$ cat src/rtl/duty_select_pkg.sv
// Shared types and limits for the duty_select control stage.
// Includes the saturating step helper used by the top-level FSM.
package duty_select_pkg;

  localparam logic [3:0] PW_MAX = 4'd15;
  localparam logic [3:0] PW_MIN = 4'd0;

  typedef enum logic [1:0] {IDLE, HOLD, REPEAT} state_t;
  typedef enum logic {DIR_UP, DIR_DOWN} dir_t;

  // A step at a limit returns the input unchanged, so callers detect a real change by comparison.
  function automatic logic [3:0] step_value(input logic [3:0] pw, input dir_t dir);
    logic [3:0] result;
    result = pw;
    if (dir == DIR_UP) begin
      if (pw != PW_MAX) result = pw + 4'd1;
    end else begin
      if (pw != PW_MIN) result = pw - 4'd1;
    end
    return result;
  endfunction

endpackage

$ cat src/rtl/duty_select_button_debouncer.sv
// Two-flop synchroniser plus stability-counter debouncer for one raw push-button.
// btn_rise pulses for one clock in the same cycle btn_level first goes high.
module button_debouncer #(
  parameter int DEBOUNCE_CYCLES = 20000
) (
  input  logic clk_1MHz,
  input  logic rst,
  input  logic btn_raw,
  output logic btn_level,
  output logic btn_rise
);

  localparam int CW = (DEBOUNCE_CYCLES > 1) ? $clog2(DEBOUNCE_CYCLES) : 1;
  localparam logic [CW-1:0] CNT_LAST = CW'(DEBOUNCE_CYCLES - 1);

  logic          sync_meta;
  logic          sync_out;
  logic [CW-1:0] count;

  // The count only advances while the synchronised input disagrees with the accepted level.
  always_ff @(posedge clk_1MHz or posedge rst) begin
    if (rst) begin
      sync_meta <= 1'b0;
      sync_out  <= 1'b0;
      count     <= '0;
      btn_level <= 1'b0;
      btn_rise  <= 1'b0;
    end else begin
      sync_meta <= btn_raw;
      sync_out  <= sync_meta;
      btn_rise  <= 1'b0;
      if (sync_out == btn_level) begin
        count <= '0;
      end else if (count == CNT_LAST) begin
        btn_level <= sync_out;
        btn_rise  <= sync_out;
        count     <= '0;
      end else begin
        count <= count + 1'b1;
      end
    end
  end

endmodule

$ cat src/rtl/duty_select.sv
// Turns debounced up/down buttons into a saturating 4-bit pulse_width code,
// stepping once per press and auto-repeating while a single button is held.
module duty_select
  import duty_select_pkg::*;
#(
  parameter int DEBOUNCE_CYCLES = 20000,
  parameter int REPEAT_DELAY    = 500000,
  parameter int REPEAT_RATE     = 100000,
  parameter int INIT_WIDTH      = 5
) (
  input  logic       clk_1MHz,
  input  logic       rst,
  input  logic       btn_up,
  input  logic       btn_down,
  output logic [3:0] pulse_width,
  output logic       step_pulse,
  output logic       at_max,
  output logic       at_min
);

  localparam int RMAX = (REPEAT_DELAY > REPEAT_RATE) ? REPEAT_DELAY : REPEAT_RATE;
  localparam int RCW  = (RMAX > 1) ? $clog2(RMAX) : 1;
  localparam logic [RCW-1:0] DELAY_LAST = RCW'(REPEAT_DELAY - 1);
  localparam logic [RCW-1:0] RATE_LAST  = RCW'(REPEAT_RATE - 1);
  localparam logic [3:0]     INIT_PW    = 4'(INIT_WIDTH);

  logic           up_level, up_rise;
  logic           dn_level, dn_rise;
  state_t         state, state_next;
  dir_t           dir, dir_next;
  logic [RCW-1:0] rpt_cnt, rpt_next;
  logic           do_step;
  dir_t           step_dir;
  logic           held_level, other_level;
  logic [3:0]     pw_next;
  logic           pw_change;

  button_debouncer #(.DEBOUNCE_CYCLES(DEBOUNCE_CYCLES)) u_deb_up (
    .clk_1MHz  (clk_1MHz),
    .rst       (rst),
    .btn_raw   (btn_up),
    .btn_level (up_level),
    .btn_rise  (up_rise)
  );

  button_debouncer #(.DEBOUNCE_CYCLES(DEBOUNCE_CYCLES)) u_deb_down (
    .clk_1MHz  (clk_1MHz),
    .rst       (rst),
    .btn_raw   (btn_down),
    .btn_level (dn_level),
    .btn_rise  (dn_rise)
  );

  always_ff @(posedge clk_1MHz or posedge rst) begin
    if (rst) begin
      state   <= IDLE;
      dir     <= DIR_UP;
      rpt_cnt <= '0;
    end else begin
      state   <= state_next;
      dir     <= dir_next;
      rpt_cnt <= rpt_next;
    end
  end

  // Holding is abandoned, without a step, as soon as the held button drops or the other one joins.
  always_comb begin
    state_next  = state;
    dir_next    = dir;
    rpt_next    = rpt_cnt;
    do_step     = 1'b0;
    step_dir    = dir;
    held_level  = (dir == DIR_UP) ? up_level : dn_level;
    other_level = (dir == DIR_UP) ? dn_level : up_level;
    case (state)
      IDLE: begin
        if (up_rise && !dn_level) begin
          do_step    = 1'b1;
          step_dir   = DIR_UP;
          dir_next   = DIR_UP;
          rpt_next   = '0;
          state_next = HOLD;
        end else if (dn_rise && !up_level) begin
          do_step    = 1'b1;
          step_dir   = DIR_DOWN;
          dir_next   = DIR_DOWN;
          rpt_next   = '0;
          state_next = HOLD;
        end
      end
      HOLD: begin
        if (!held_level || other_level) begin
          state_next = IDLE;
        end else if (rpt_cnt == DELAY_LAST) begin
          do_step    = 1'b1;
          rpt_next   = '0;
          state_next = REPEAT;
        end else begin
          rpt_next = rpt_cnt + 1'b1;
        end
      end
      REPEAT: begin
        if (!held_level || other_level) begin
          state_next = IDLE;
        end else if (rpt_cnt == RATE_LAST) begin
          do_step  = 1'b1;
          rpt_next = '0;
        end else begin
          rpt_next = rpt_cnt + 1'b1;
        end
      end
      default: state_next = IDLE;
    endcase
  end

  assign pw_next   = step_value(pulse_width, step_dir);
  assign pw_change = do_step && (pw_next != pulse_width);

  // Limit flags are registered alongside the code so all outputs move in the same cycle.
  always_ff @(posedge clk_1MHz or posedge rst) begin
    if (rst) begin
      pulse_width <= INIT_PW;
      step_pulse  <= 1'b0;
      at_max      <= (INIT_PW == PW_MAX);
      at_min      <= (INIT_PW == PW_MIN);
    end else begin
      step_pulse <= pw_change;
      if (pw_change) begin
        pulse_width <= pw_next;
        at_max      <= (pw_next == PW_MAX);
        at_min      <= (pw_next == PW_MIN);
      end
    end
  end

endmodule

$ cat config.mk
export PLATFORM = sky130hd
export DESIGN_NAME = duty_select
export DESIGN_NICKNAME = d
export VERILOG_FILES = /design/src/rtl/duty_select_pkg.sv /design/src/rtl/duty_select_button_debouncer.sv /design/src/rtl/duty_select.sv
export SDC_FILE = /design/constraint.sdc
export NUM_CORES = 1
export LEC_CHECK = 0
export CAP_MARGIN = 20
export CORE_MARGIN = 2
export CORE_UTILIZATION = 55
export CTS_CLUSTER_SIZE = 16
export DETAILED_ROUTE_END_ITERATION = 8
export PLACE_DENSITY_LB_ADDON = 0.15
export SYNTH_ARGS = -nofsm -noshare
export SYNTH_HDL_FRONTEND = slang
export SYNTH_SLANG_ARGS = --single-unit
$ cat constraint.sdc
create_clock -name clk_1MHz -period 2.15 [get_ports clk_1MHz]
set_clock_uncertainty 0.15 [all_clocks]
set_input_delay 0.3225 -clock clk_1MHz [delete_from_list [all_inputs] [get_ports clk_1MHz]]
set_output_delay 0.3225 -clock clk_1MHz [all_outputs]
set_load 0.05 [all_outputs]
# Word level (Yosys, flattened, before mapping)
# Index checks and enable logic that the tools add are counted.
# word_totals
ff_bits,67
inputBits,4
output_inout_bits,7
elab_cells,91
# op_classes
addsub,5
eq_ne,16
muxes,36
bitwise_logic,2
n_reduce_logical,15
# op_table
operator,n
19-bit two-way mux,6
15-bit two-way mux,4
19-bit case mux with 3 select lines,1
"15-bit by 1-bit adder with 15-bit output, second input constant",2
"15-bit equality test, second input constant",2
"19-bit by 1-bit adder with 19-bit output, second input constant",1
"19-bit by 17-bit equality test with 1-bit output, second input constant",1
"19-bit equality test, second input constant",1
1-bit two-way mux,15
4-bit two-way mux,3
2-bit two-way mux,5
"2-bit != test, second input constant",3
"3-bit != test, second input constant",2
2-bit case mux with 3 select lines,1
"4-bit by 1-bit adder with 4-bit output, second input constant",1
"4-bit equality test, second input constant",1
4-bit logical NOT,1
4-bit != test,1
"4-bit != test, second input constant",1
2-bit AND reduction,2
4-bit AND reduction,1
4-bit nonzero test,1
"4-bit by 1-bit subtractor with 4-bit output, second input constant",1
1-bit logical AND,3
10 further kinds,14

# Longest topological paths before layout
# logic_depth
ltp_word,8
ltp_mapped,9
ltp_nobuf,9

# Hierarchy
# From an unflattened synthesis, not the netlist that was laid out.
# hier_totals
cells_unflattened,373
hier_area_um2,3806.2
# modules_own_cells
module,instances,cells_each,area_per_inst_um2,seq_area_each_um2
button_debouncer,2,81,952.2,475.5
duty_select,1,211,1901.8,728.2

# Worst setup path before layout
# No wires, ideal clock.
# synth_path
path_type,flip-flop to flip-flop
startpoint,register pulse_width[1]
endpoint,register pulse_width[1]
setup_ns,0.125
arrival_ns,2.096
setup_slack_ns,-0.221
stages_incl_launch_ff,8
path_buffers,0
cell_sequence,dfrtp_1 > inv_1 > ha_1 > or3b_1 > o211ai_1 > or2b_1 > a2bb2oi_1 > mux2_2
# synth_via
elab_chain_len,5
word_cells_on_any_way,9
cone_classes,2 x add/sub; 2 x eq/ne; 3 x mux; 2 x reduce/logical
# synth_lines
item,line_no,source
from (decl),duty_select.sv:15,"output logic [3:0] pulse_width,"
from (signal assigned),duty_select.sv:129,pulse_width <= pw_next;
4-bit by 1-bit adder with 4-bit output (tied with other cells),duty_select_pkg.sv:16,if (pw != PW_MAX) result = pw + 4'd1;
4-bit two-way mux (on tied branches),"duty_select_pkg.sv:16, duty_select_pkg.sv:18",
4-bit two-way mux,duty_select_pkg.sv:15,if (dir == DIR_UP) begin
4-bit != test,duty_select.sv:117,assign pw_change = do_step && (pw_next != pulse_width);
1-bit logical AND,duty_select.sv:117,
# Several ways; a longest one is shown, not always the timed one.
# A chain may end at the register's enable or synchronous reset.

# Worst setup path in the final report
# layout_path
startpoint,register state[1]
endpoint,register at_max
# layout_via
elab_chain_len,5
word_cells_on_any_way,9
cone_classes,4 x eq/ne; 3 x mux; 2 x reduce/logical
# layout_lines
item,line_no,source
from (decl),duty_select.sv:29,"state_t state, state_next;"
from (signal assigned),duty_select.sv:60,state <= state_next;
2-bit logical NOT,duty_select.sv:75,case (state)
1-bit two-way mux,duty_select.sv:75,
4-bit two-way mux,duty_select_pkg.sv:15,
4-bit != test,duty_select.sv:117,
1-bit logical AND,duty_select.sv:117,
to (signal assigned),duty_select.sv:124,at_max <= (INIT_PW == PW_MAX);
to (signal assigned),duty_select.sv:130,at_max <= (pw_next == PW_MAX);
to (decl),duty_select.sv:17,"output logic at_max,"
# Several ways; a longest one is shown, not always the timed one.

==> results.md <==
* Post-DRT Antenna Nets at 0
* Critical path required time at 2.24 ns
* Peak fanout along the critical path at 7
* DP Wirelength at 4.96 mm
* YS warnings at 0
* FILL cells at ~480
* Worst flop-to-flop path startpoint: state[1]$_DFFE_PP0P_
* Drt wl/cell at 15.0 microns
* Fraction of layout cells with a size suffix above 1 at 24.6%
* Status: finished, violations left
* Power per cell area at 572 mW/mm^2
* Remaining DRCs at 0
* Largest net degree at the start of global routing at 37
* Worst rel slew slack at 66.9%
* Total Wirelength at 7.48 mm
* Final min period at between 2 and 2.5 ns
* Synth Register Bits at 67
* Vias in the first global route at 2771
* Failing checks: setup timing
* Num CTS Buffers at 9
* F_max at 460 MHz
* Routability cong. at 0.872
* Worst hold path type: reg2reg
* Core region area at 0.00631 sq mm
* Critical Path AT at around 2.3 ns
* Final design utilization at a little over two thirds
* Crit end category: register
* Metal1 wirelength at around 3.4 mm
* Met2 wire length at 3.70 mm
* Reg2Reg Depth at 9
* Reg-to-reg endpoint: at_max$_DFFE_PP0P_
* Clk_lat worst skew at 0.34 ns
* CTS tree: yes
* Final setup margin at -0.0258 ns
* Worst VDD drop at 0.000470 V
* Syn-to-layout area delta at 23.6%
* CP Launch Type: register
* Final setup vio count at 4
* Boundary Pins at 11
* Row count at 29
* Synth Net Count at 377
* Die width at 84.7 microns
* RSZ-0062 raised after global routing: true
* Crit path from: state[1]$_DFFE_PP0P_
* FF/Latch Area at between 0.0015 and 0.002 sq mm
* Final Cycle Share at 101%
* Post-synthesis sequential area ratio at 46.9%
* Reg-to-reg slack, setup at -0.03 ns
* Clock slew at reported path FFs at roughly 0.08 ns
* Height of the die at 84.7 microns
* Via density at about 5.7
* Clock sink total at 67
* TritonRoute pass-1 iters at 4
* Port buffer count at 10
* Top_reg_cell synth: dfrtp_1
* Top sig layer: met4
* DRT iter0 DRCs at roughly 140
* Ant diodes at 0
* NumNets Final at 431
* CTS max path bufs at 2
* Static leakage at 0.00203 uW
* Max Cap Violations at 0
* Gr usage total at 22.2%
* Initial Utilization at roughly 57%
* Worst slew pin tran at 0.495 ns
* Vias at between 2000 and 3000
* Post-synth EDFFs at 0
* H-tree lvl count at 3
* Synth cell types at between 50 and 60
* Mapped Area at approximately 0.0036 sq mm
* Crit Path Category: reg2reg
* Met3 Routed Length at 205 microns
* Root Buffer: clkbuf_8
* Gate Count Post-Synth at 364
* Total Die Area at 0.00717 sq mm
* Mean Syn Cell Area at ~9.8 sq um
* First-pass GRT wire length at ~13 mm
* Multi-input combinational cell area at around 0.0020 sq mm
* Initial antenna violation count at 0
* Remaining global-route overflow at 0
* Fin. Hold Viols at 0
* Critical Path End: at_max$_DFFE_PP0P_
* Final slew viol count at 0
* Power Total at 2530 uW
* Async set-reset flop share out of synthesis at between 90% and 100%
## routing by layer
metal	vias up	track usage [%]
met1	1380	29.6
met4	0	7.07
met5	-	0
li1	1394	-
met2	37	35.6
met3	15	5.80
## logic make-up after synthesis
kind of cell / synth area share (%)
compound gates: 13.1
xor+xnor: 8.32
fa+ha+maj: 3.14
buf+inv: 2.41
flops: 46.9
mux: 2.41
simple gates: 23.8
## registers in the layout, indices dropped and copies added (netlist names)
name,flops
u_deb_up.sync_meta,1
at_min,1
u_deb_down.btn_level,1
at_max,1
u_deb_up.count,15
dir,1
u_deb_down.sync_meta,1
step_pulse,1
u_deb_up.sync_out,1
u_deb_up.btn_level,1
u_deb_down.sync_out,1
pulse_width,4
u_deb_up.btn_rise,1
rpt_cnt,19
state,2
u_deb_down.count,15
u_deb_down.btn_rise,1
## worst min path at each step
stage / from / to / slack [ns] / depth (start not counted)
2_1_floorplan: u_deb_down.sync_meta$_DFF_PP0_ / u_deb_down.sync_out$_DFF_PP0_ / 0.18 / 0
3_3_place_gp: u_deb_down.sync_meta$_DFF_PP0_ / u_deb_down.sync_out$_DFF_PP0_ / 0.19 / 0
3_5_place_dp: u_deb_down.sync_meta$_DFF_PP0_ / u_deb_down.sync_out$_DFF_PP0_ / 0.19 / 0
4_1_cts: u_deb_down.sync_meta$_DFF_PP0_ / u_deb_down.sync_out$_DFF_PP0_ / 0.21 / 0
5_1_grt: u_deb_down.sync_meta$_DFF_PP0_ / u_deb_down.sync_out$_DFF_PP0_ / 0.21 / 0
6_report: u_deb_down.sync_meta$_DFF_PP0_ / u_deb_down.sync_out$_DFF_PP0_ / 0.20 / 0
## worst max-delay path: stages, from the launching register on
cell and delay (ns):
dfrtp_1 0.40, inv_2 0.07, ha_4 0.17, and3b_4 0.19, o21ai_4 0.16, inv_4 0.09
a311oi_4 0.30, o21ai_4 0.15, and2_0 0.18, a41o_1 0.21
## layout make-up
type                       instances  area share (%)
clock inverter                     5            1.70
clock buffer                      11            3.42
sequential                        67            38.1
tap                               77            2.18
multi-input combinational        277            44.6
inverter                          14            1.33
timing repair buffer              49            8.74
## timing repair
action / in CTS / in global routing
cloned: 0 / 2
resized for setup: 2 / 27
setup buffers: 1 / 3
hold buffers: 0 / 0
pin swaps: 2 / 6
endpoints found under the setup margin: 15 / 24
## stage by stage
| stage | hold WS, ns | TNS, ns | worst slack (ns) | area (sq um) | instances |
|---|---|---|---|---|---|
| 2_1_floorplan | 0.181 | -0.0377 | -0.0280 | 3600 | 364 |
| 3_3_place_gp | 0.185 | 0 | 0.0267 | 4020 | 478 |
| 3_5_place_dp | 0.186 | -0.148 | -0.0463 | 4020 | 478 |
| 4_1_cts | 0.205 | 0 | 0.00574 | 4250 | 495 |
| 5_1_grt | 0.208 | -0.481 | -0.121 | 4430 | 500 |
| 6_report | 0.203 | -0.0673 | -0.0258 | 4430 | 500 |
## cell usage in the layout (no fill, tap or decap), types with 3 or more instances in the layout
cell type	netlist	layout
dfrtp_1	65	64
nor2_1	60	59
buf_4	1	40
nand3_1	30	29
nand2_1	23	23
xor2_1	22	22
xnor2_1	12	12
a22o_1	12	12
and3_1	11	11
a21o_1	12	11
clkbuf_8	0	11
inv_1	13	8
clkdlybuf4s50_1	0	7
o21ai_0	7	6
a21oi_1	5	5
mux2_2	5	5
nand4_1	5	5
ha_1	9	5
nand4b_1	4	4
inv_2	1	4
o211ai_1	4	4
nor3b_1	4	4
o22ai_1	3	3
clkinv_2	0	3
## where the power goes
part           total [uW]  switching, uW  internal, uW
clock network        1190            476           710
logic                59.6           41.4          18.1
registers            1280           12.1          1270
## synthesized netlist by cell type, types with 3 or more instances
master | n | area share, %
a21o_1 | 12 | 2.5
a21oi_1 | 5 | 0.70
a22o_1 | 12 | 2.9
a2bb2oi_1 | 3 | 0.73
and3_1 | 11 | 1.9
and4_1 | 3 | 0.73
buf_2 | 3 | 0.42
clkbuf_1 | 3 | 0.31
dfrtp_1 | 65 | 45
ha_1 | 9 | 3.1
inv_1 | 13 | 1.4
mux2_2 | 5 | 1.6
mux2i_1 | 3 | 0.84
nand2_1 | 23 | 2.4
nand3_1 | 30 | 4.2
nand4_1 | 5 | 0.87
nand4b_1 | 4 | 0.98
nor2_1 | 60 | 6.3
nor3_1 | 4 | 0.56
nor3b_1 | 4 | 0.84
o211ai_1 | 4 | 0.84
o21ai_0 | 7 | 0.98
o22ai_1 | 3 | 0.52
xnor2_1 | 12 | 2.9
xor2_1 | 22 | 5.4
No activity file was read; power rests on OpenSTA's default activity.
